[src/rtl/mem_arb_pkg.sv]
// Shared types for the unified memory port arbiter: FSM states, owner codes, starve width.
// No logic; types and constants only.
// No flow control.
package mem_arb_pkg;

  typedef enum logic [1:0] {
    IDLE  = 2'd0,
    ISSUE = 2'd1,
    WAIT  = 2'd2,
    RESP  = 2'd3
  } arb_state_t;

  localparam logic OWN_IF = 1'b0;
  localparam logic OWN_D  = 1'b1;

  localparam int STARVE_W = 4;

endpackage

[src/rtl/mem_arb_starve_ctr.sv]
// Saturating count of fetch arbitration losses; force_if once the limit is reached.
// force_if follows the registered count combinationally.
// No flow control; clr has priority over inc.
module mem_arb_starve_ctr
  import mem_arb_pkg::*;
#(
  parameter int STARVE_MAX = 4
) (
  input  logic clk,
  input  logic rst_n,
  input  logic inc,
  input  logic clr,
  output logic force_if
);

  localparam logic [STARVE_W-1:0] CNT_MAX = STARVE_W'(STARVE_MAX);

  logic [STARVE_W-1:0] cnt;

  always_ff @(posedge clk or negedge rst_n) begin
    if (!rst_n) begin
      cnt <= '0;
    end else if (clr) begin
      cnt <= '0;
    end else if (inc && (cnt != CNT_MAX)) begin
      cnt <= cnt + STARVE_W'(1);
    end
  end

  assign force_if = (cnt == CNT_MAX);

endmodule

[src/rtl/mem_port_arbiter.sv]
// Shares one fixed-latency memory port between fetch and data; one transaction in flight.
// Request to rvalid is MEM_LAT+2 cycles; a new transaction every MEM_LAT+3 cycles.
// Requesters hold req until rvalid; the loser stalls via stall_if/stall_mem.
module mem_port_arbiter
  import mem_arb_pkg::*;
#(
  parameter int ADDR_W     = 32,
  parameter int DATA_W     = 32,
  parameter int MEM_LAT    = 2,
  parameter int STARVE_MAX = 4
) (
  input  logic              clk,
  input  logic              rst_n,
  input  logic              if_req,
  input  logic [ADDR_W-1:0] if_addr,
  output logic              if_gnt,
  output logic              if_rvalid,
  output logic [DATA_W-1:0] if_rdata,
  input  logic              d_req,
  input  logic              d_we,
  input  logic [ADDR_W-1:0] d_addr,
  input  logic [DATA_W-1:0] d_wdata,
  output logic              d_gnt,
  output logic              d_rvalid,
  output logic [DATA_W-1:0] d_rdata,
  output logic              mem_en,
  output logic              mem_we,
  output logic [ADDR_W-1:0] mem_addr,
  output logic [DATA_W-1:0] mem_wdata,
  input  logic [DATA_W-1:0] mem_rdata,
  output logic              stall_if,
  output logic              stall_mem
);

  localparam int CNT_W = (MEM_LAT < 1) ? 1 : $clog2(MEM_LAT + 1);
  localparam logic [CNT_W-1:0] LAT_INIT = CNT_W'(MEM_LAT);

  if (MEM_LAT < 1) begin : g_bad_mem_lat
    $error("mem_port_arbiter: MEM_LAT must be 1 or more");
  end
  if ((STARVE_MAX < 1) || (STARVE_MAX > 15)) begin : g_bad_starve_max
    $error("mem_port_arbiter: STARVE_MAX must be in 1..15");
  end

  arb_state_t       state_q, state_d;
  logic [CNT_W-1:0] cnt_q, cnt_d;
  logic             owner_q, we_q;
  logic             force_if;
  logic             take, fetch_wins, last_wait;
  logic             starve_inc, starve_clr;
  logic             en_d, we_d, ifg_d, dg_d, ifrv_d, drv_d, cap_if, cap_d;

  always_ff @(posedge clk or negedge rst_n) begin
    if (!rst_n) state_q <= IDLE;
    else        state_q <= state_d;
  end

  always_comb begin
    state_d = state_q;
    case (state_q)
      IDLE:    if (if_req || d_req) state_d = ISSUE;
      ISSUE:   state_d = WAIT;
      WAIT:    if (cnt_q == CNT_W'(1)) state_d = RESP;
      RESP:    state_d = IDLE;
      default: state_d = IDLE;
    endcase
  end

  always_comb begin
    take       = (state_q == IDLE) && (if_req || d_req);
    // data wins unless fetch has lost STARVE_MAX times in a row
    fetch_wins = if_req && (!d_req || force_if);
    starve_inc = (state_q == IDLE) && if_req && !fetch_wins;
    starve_clr = (state_q == IDLE) && (!if_req || fetch_wins);
    last_wait  = (state_q == WAIT) && (cnt_q == CNT_W'(1));

    en_d   = take;
    we_d   = take && !fetch_wins && d_we;
    ifg_d  = take && fetch_wins;
    dg_d   = take && !fetch_wins;
    ifrv_d = last_wait && (owner_q == OWN_IF);
    drv_d  = last_wait && (owner_q == OWN_D);
    cap_if = ifrv_d && !we_q;
    cap_d  = drv_d && !we_q;

    cnt_d = cnt_q;
    case (state_q)
      ISSUE:   cnt_d = LAT_INIT;
      WAIT:    cnt_d = cnt_q - CNT_W'(1);
      default: cnt_d = cnt_q;
    endcase
  end

  // mem_addr/mem_wdata double as the latched copies of the winning request
  always_ff @(posedge clk or negedge rst_n) begin
    if (!rst_n) begin
      cnt_q     <= '0;
      owner_q   <= OWN_IF;
      we_q      <= 1'b0;
      mem_en    <= 1'b0;
      mem_we    <= 1'b0;
      mem_addr  <= '0;
      mem_wdata <= '0;
      if_gnt    <= 1'b0;
      d_gnt     <= 1'b0;
      if_rvalid <= 1'b0;
      d_rvalid  <= 1'b0;
      if_rdata  <= '0;
      d_rdata   <= '0;
    end else begin
      cnt_q     <= cnt_d;
      mem_en    <= en_d;
      mem_we    <= we_d;
      if_gnt    <= ifg_d;
      d_gnt     <= dg_d;
      if_rvalid <= ifrv_d;
      d_rvalid  <= drv_d;
      if (take) begin
        owner_q   <= fetch_wins ? OWN_IF : OWN_D;
        we_q      <= !fetch_wins && d_we;
        mem_addr  <= fetch_wins ? if_addr : d_addr;
        mem_wdata <= fetch_wins ? '0 : d_wdata;
      end
      if (cap_if) if_rdata <= mem_rdata;
      if (cap_d)  d_rdata  <= mem_rdata;
    end
  end

  mem_arb_starve_ctr #(
    .STARVE_MAX(STARVE_MAX)
  ) u_starve (
    .clk     (clk),
    .rst_n   (rst_n),
    .inc     (starve_inc),
    .clr     (starve_clr),
    .force_if(force_if)
  );

  assign stall_if  = if_req & ~if_rvalid;
  assign stall_mem = d_req & ~d_rvalid;

endmodule

[config.mk]
export PLATFORM = sky130hd
export DESIGN_NAME = mem_port_arbiter
export DESIGN_NICKNAME = d
export VERILOG_FILES = /design/src/rtl/mem_arb_pkg.sv /design/src/rtl/mem_arb_starve_ctr.sv /design/src/rtl/mem_port_arbiter.sv
export SDC_FILE = /design/constraint.sdc
export NUM_CORES = 1
export LEC_CHECK = 0
export ABC_AREA = 1
export BUFFER_PORTS_ARGS = -buffer_cell sky130_fd_sc_hd__buf_2
export CORE_MARGIN = 2
export CORE_UTILIZATION = 50
export CTS_CLUSTER_DIAMETER = 120
export CTS_CLUSTER_SIZE = 8
export DETAILED_ROUTE_END_ITERATION = 6
export PLACE_DENSITY = 0.85
export SETUP_SLACK_MARGIN = 0.1
export SYNTH_ARGS = -nofsm -noshare
export SYNTH_HDL_FRONTEND = slang
export SYNTH_SLANG_ARGS = --single-unit
[constraint.sdc]
create_clock -name clk -period 4 [get_ports clk]
set_input_delay 0.6 -clock clk [delete_from_list [all_inputs] [get_ports clk]]
set_output_delay 0.6 -clock clk [all_outputs]
set_load 0.03 [all_outputs]
# [Yosys cells after proc, flatten, opt, wreduce, memory -nomap -nowiden]
# Cells that the tools add are included.
[classes] n_div=0 n_shift=0 n_bitwise=5 addsub=2 muxes=9 n_mul=0 n_eq_ne=8 n_reduce_logical=26 n_lt_le_gt_ge=0
[op_table] operator="32-bit 2-to-1 mux" count=2
[op_table] operator="1-bit logical AND" count=15
[op_table] operator="4-bit 2-to-1 mux" count=2
[op_table] operator="2-bit case mux with 4 select lines" count=1
[op_table] operator="4-bit by 1-bit adder with 4-bit output, second input constant" count=1
[op_table] operator="2-bit by 1-bit == test with 1-bit output, second input constant" count=2
[op_table] operator="2-bit == test, second input constant" count=2
[op_table] operator="4-bit by 3-bit == test with 1-bit output, second input constant" count=1
[op_table] operator="1-bit logical NOT" count=4
[op_table] operator="2-bit 2-to-1 mux" count=2
[op_table] operator="2-bit by 1-bit inequality test with 1-bit output, second input constant" count=2
[op_table] operator="4-bit by 3-bit inequality test with 1-bit output, second input constant" count=1
[op_table] operator="2-bit case mux with 2 select lines" count=1
[op_table] operator="2-bit nonzero test" count=2
[op_table] operator="1-bit logical OR" count=3
[op_table] operator="1-bit NOT" count=3
[op_table] operator="1-bit AND" count=2
[op_table] operator="2-bit logical NOT" count=1
[op_table] operator="2-bit AND reduction" count=1
[op_table] operator="2-bit by 1-bit subtractor with 2-bit output, second input constant" count=1
[op_table] operator="1-bit 2-to-1 mux" count=1
[totals] latchBits=0 mem_bits_ro=0 register_bits=144 ram_bits=0 n_memories=0 out_inout_bits=136

# [Logic depth before layout (Yosys ltp)]
[logic_depth] word_depth=8 depth_mapped=9 ltp_nobuf=7

# [Modules after synthesis]
# From an unflattened synthesis, not the netlist that was laid out.
[unflattened] cells_unflattened=651 hier_area_um2=5995.8
[by_module_without_submodules] module="mem_port_arbiter" instances=1 seq_area_each_um2=3503.4 cells_per_inst=619 area_per_inst_um2=5743.0
[by_module_without_submodules] module="mem_arb_starve_ctr" instances=1 seq_area_each_um2=100.1 cells_per_inst=32 area_per_inst_um2=252.7

# [Least setup slack after synthesis]
# OpenSTA, ideal clock, no wires.
[synth_path] kind="input to output" from="input if_req" to="output stall_if" t_arrival_ns=1.216 slack_ns=2.184 stages=3 t_required_ns=3.400 path_buffers=1 cell_sequence="buf_2 > inv_2 > nor2_1"
[synth_via] elab_chain_cells=1
[synth_rtl] item="from (decl)" line="mem_port_arbiter.sv:14" text="input logic if_req,"
[synth_rtl] item="1-bit AND" line="mem_port_arbiter.sv:139" text="assign stall_if = if_req & ~if_rvalid;"
[synth_rtl] item="to (decl)" line="mem_port_arbiter.sv:31" text="output logic stall_if,"
# Every way passes these cells.

# [Worst setup path in the final report]
[layout_path] from="register state_q[0]" to="register we_q"
[layout_via] elab_chain_cells=2
[layout_rtl] item="from (decl)" line="mem_port_arbiter.sv:45" text="arb_state_t state_q, state_d;"
[layout_rtl] item="from (signal assigned)" line="mem_port_arbiter.sv:55" text="else state_q <= state_d;"
[layout_rtl] item="2-bit logical NOT" line="mem_port_arbiter.sv:70" text="take = (state_q == IDLE) && (if_req || d_req);"
[layout_rtl] item="1-bit logical AND" line="mem_port_arbiter.sv:70"
[layout_rtl] item="to (signal assigned)" line="mem_port_arbiter.sv:120" text="we_q <= !fetch_wins && d_we;"
[layout_rtl] item="to (decl)" line="mem_port_arbiter.sv:47" text="logic owner_q, we_q;"
# Every way passes these cells.
# A chain may end at the register's enable or synchronous reset.

==> results.json <==
{
  "placed_cells": 1010,
  "cts-root-buf": "clkbuf_16",
  "clock-sinks": 144,
  "fin_util_pct": 68.5,
  "yosys.area_share.simple_pct": 24.2,
  "synth_fp_nets": 775,
  "crit_fanout": 69,
  "tritoncts": "done",
  "synth_area_leaders": "dfrtp_1 61%, nand2_1 11%, nand3_1 8.6%",
  "synth.most_common_cell": "nand2_1",
  "synth-seq-cells": 144,
  "numCtsBuffers": 17,
  "power.density_nw_per_um2": 900,
  "coreArea_sq_um": 11400,
  "drtAntennaViolNets": 0,
  "ios": 269,
  "grt_usage_pct": 26.3,
  "intPower_uw": 3870,
  "cp.required_ns": 4.32,
  "port_buffers": 268,
  "seq_power_share_pct": 34.5,
  "vias_per_cell": 5.30,
  "place_hpwl_um": 11000,
  "ir_drop_v": 0.000602,
  "die_area_sq_um": 12600,
  "hold_path.class": "input pin to asynchronous set/reset pin",
  "setup_tns_ns": 0,
  "path_class": "flip-flop to flip-flop",
  "grt_max_degree": 89,
  "startpoint_type": "flip-flop",
  "max_cap_viol_count": 0,
  "dieHeight_um": 112,
  "synth-main-ff-cell": "dfrtp_1",
  "r2r-start": "state_q[0]",
  "post_cts_resized": 0,
  "die_x_um": 112,
  "clkLatencyLatePin_ns": 0.41,
  "synth_top_family_by_area": "simple AND/OR/NAND/NOR gates",
  "n_antenna_cell": 0,
  "final.setup.worst_slack_ns": 1.64,
  "synth.distinct_cells": 19,
  "synth_commonest_cells": "173 x nand2_1, 144 x dfrtp_1, 101 x nand3_1, 67 x o21ai_0, 48 x inv_1",
  "grt_pass1_vias": 5312,
  "clockBufferDepth": 2,
  "postCtsHoldBufs": 0,
  "fmaxAchievable_ghz": 0.424,
  "synthXorXnorAreaFrac_pct": 0.299,
  "synth.area.mux_share_pct": 0,
  "wl_per_cell_um": 15.7,
  "slew_violations": 0,
  "dr.first_iter.drc_count": 458,
  "yosysTopAreaCellShare_pct": 61.4,
  "area_growth_pct": 33.4,
  "antenna_found_initial": 1,
  "hold_viol_final": 0,
  "drive_gt1_share_pct": 34.7,
  "critPathCaptureType": "flip-flop",
  "final.fill_count": 872,
  "globalplace.congestion": 0.833,
  "swShare_pct": 45.0,
  "overflow": 0,
  "yosysTopAreaCell": "dfrtp_1",
  "r2r_cells": 8,
  "p_comb_share_pct": 43.9,
  "outcome": "completed",
  "layout.nets": 1025,
  "skew_ns": 0.00672,
  "async_flop_share_pct": 100,
  "reg2reg_slack_ns": 1.64,
  "timing.final.crit_period_ns": 2.36,
  "postCtsSetupBuffers": 0,
  "drc": 0,
  "rsz0062_at_grt": "false",
  "synthAdderAreaFrac_pct": 1.28,
  "synth_compound_area_share_pct": 6.42,
  "synth_edf_count": 0,
  "grt_pass1_wl_um": 26100,
  "arrival_ns": 2.68,
  "vias": 5516,
  "leakagePower_uw": 0.00433,
  "setup_viol": 0,
  "synth_area_per_cell_sq_um": 9.23,
  "synthCells": 636,
  "p_sw_uw": 3170,
  "wirelength_um": 16300,
  "clkPwrFrac_pct": 21.6,
  "place_ws_ns": 1.44,
  "tightest_slew_ns": 1.05,
  "r2r-end": "we_q",
  "yosysSeqAreaShare_pct": 61.4,
  "start_util_pct": 51.4,
  "h-tree-depth": 4,
  "slew_headroom_pct": 29.9,
  "clk_pin_slew_worst_paths_ns": 0.06,
  "dr.pass1.iters": 4,
  "min_period_over_period_pct": 59.0,
  "yosysWarnings": 0,
  "stdcell_count": 1041,
  "synth_area_sq_um": 5870,
  "num_rows": 39
}
-- sequential cells by signal, indices dropped and copies added, names as in the netlist --
register      count
d_rdata          32
if_rdata         32
mem_addr         32
mem_wdata        32
u_starve.cnt      4
cnt_q             2
state_q           2
d_gnt             1
d_rvalid          1
if_gnt            1
if_rvalid         1
mem_en            1
mem_we            1
owner_q           1
we_q              1
-- worst max-delay path, stage by stage (launching register included) --
cell	delay (ns)
dfrtp_1	0.38
inv_1	0.10
ha_1	0.15
buf_4	0.35
inv_1	0.19
a21oi_4	0.16
buf_4	0.61
nand3_1	0.18
o21ai_0	0.14
-- metal layers --
metal | global-route usage (%) | vias up | share of wire (%) | routed length (um)
li1 | - | 2590 | - | -
met1 | 31.5 | 2578 | 38 | 6200
met2 | 42.8 | 303 | 49 | 8000
met3 | 8.96 | 43 | 9.5 | 1550
met4 | 13.3 | 2 | 3.5 | 567
met5 | 0 | - | 0.098 | 16
-- per-stage QoR --
stage / total power (uW) / cell area [sq um] / hold slack, ns
after global placement: 5440 / 7250 / 0.457
final: 7050 / 7830 / 0.227
after detailed placement: 5520 / 7250 / 0.455
after CTS: 7100 / 7830 / 0.255
after global routing: 7460 / 7830 / 0.281
after floorplan: 4530 / 5870 / 0.304
-- power by group through the flow --
stage / Sequential (uW) / Clock (uW) / Combinational, uW
finish: 2430 / 1520 / 3090
floorplan: 3580 / 0 / 949
CTS: 2420 / 1560 / 3120
global placement: 2400 / 0 / 3030
detailed placement: 2420 / 0 / 3100
global route: 2500 / 1620 / 3340
-- cell families after synthesis --
family                   Yosys count
AND/OR/NAND/NOR                  318
adder cells (fa/ha/maj)            6
XOR/XNOR                           2
buffers and inverters             93
AO/OA/AOI/OAI                     73
flip-flops                       144
-- cells in the final DEF, fill, tap and decap left out, drive strengths merged --
cell      synthesis  routed
a21oi             2       2
buf              18     274
bufinv            0       2
clkbuf           25      20
clkinv            0       8
clkinvlp          0       1
dfrtp           144     144
ha                6       6
inv              50      50
nand2           174     174
nand3           101     101
nand4            33      33
nor2              8       8
nor3              2       2
o21ai            71      71
xor2              2       2
-- area by class of cell --
type                            instances  area (sq um)  share of cell area (%)
Sequential cell                       144          3600                    46.0
Multi-Input combinational cell        399          1890                    24.2
Timing Repair Buffer                  274          1390                    17.8
Clock buffer                           20           457                    5.84
Inverter                               50           188                    2.40
Tap cell                              143           179                    2.29
Clock inverter                         11           115                    1.47
-- worst max-delay path by stage --
stage,startpoint,end,cells past startpoint
detailed placement,if_req,mem_wdata[28],5
global route,state_q[0],we_q,8
finish,state_q[0],we_q,8
CTS,state_q[0],we_q,8
global placement,if_req,mem_wdata[30],5
floorplan,if_req,stall_if,3
Note: power is estimated with default switching activity, not from simulation.
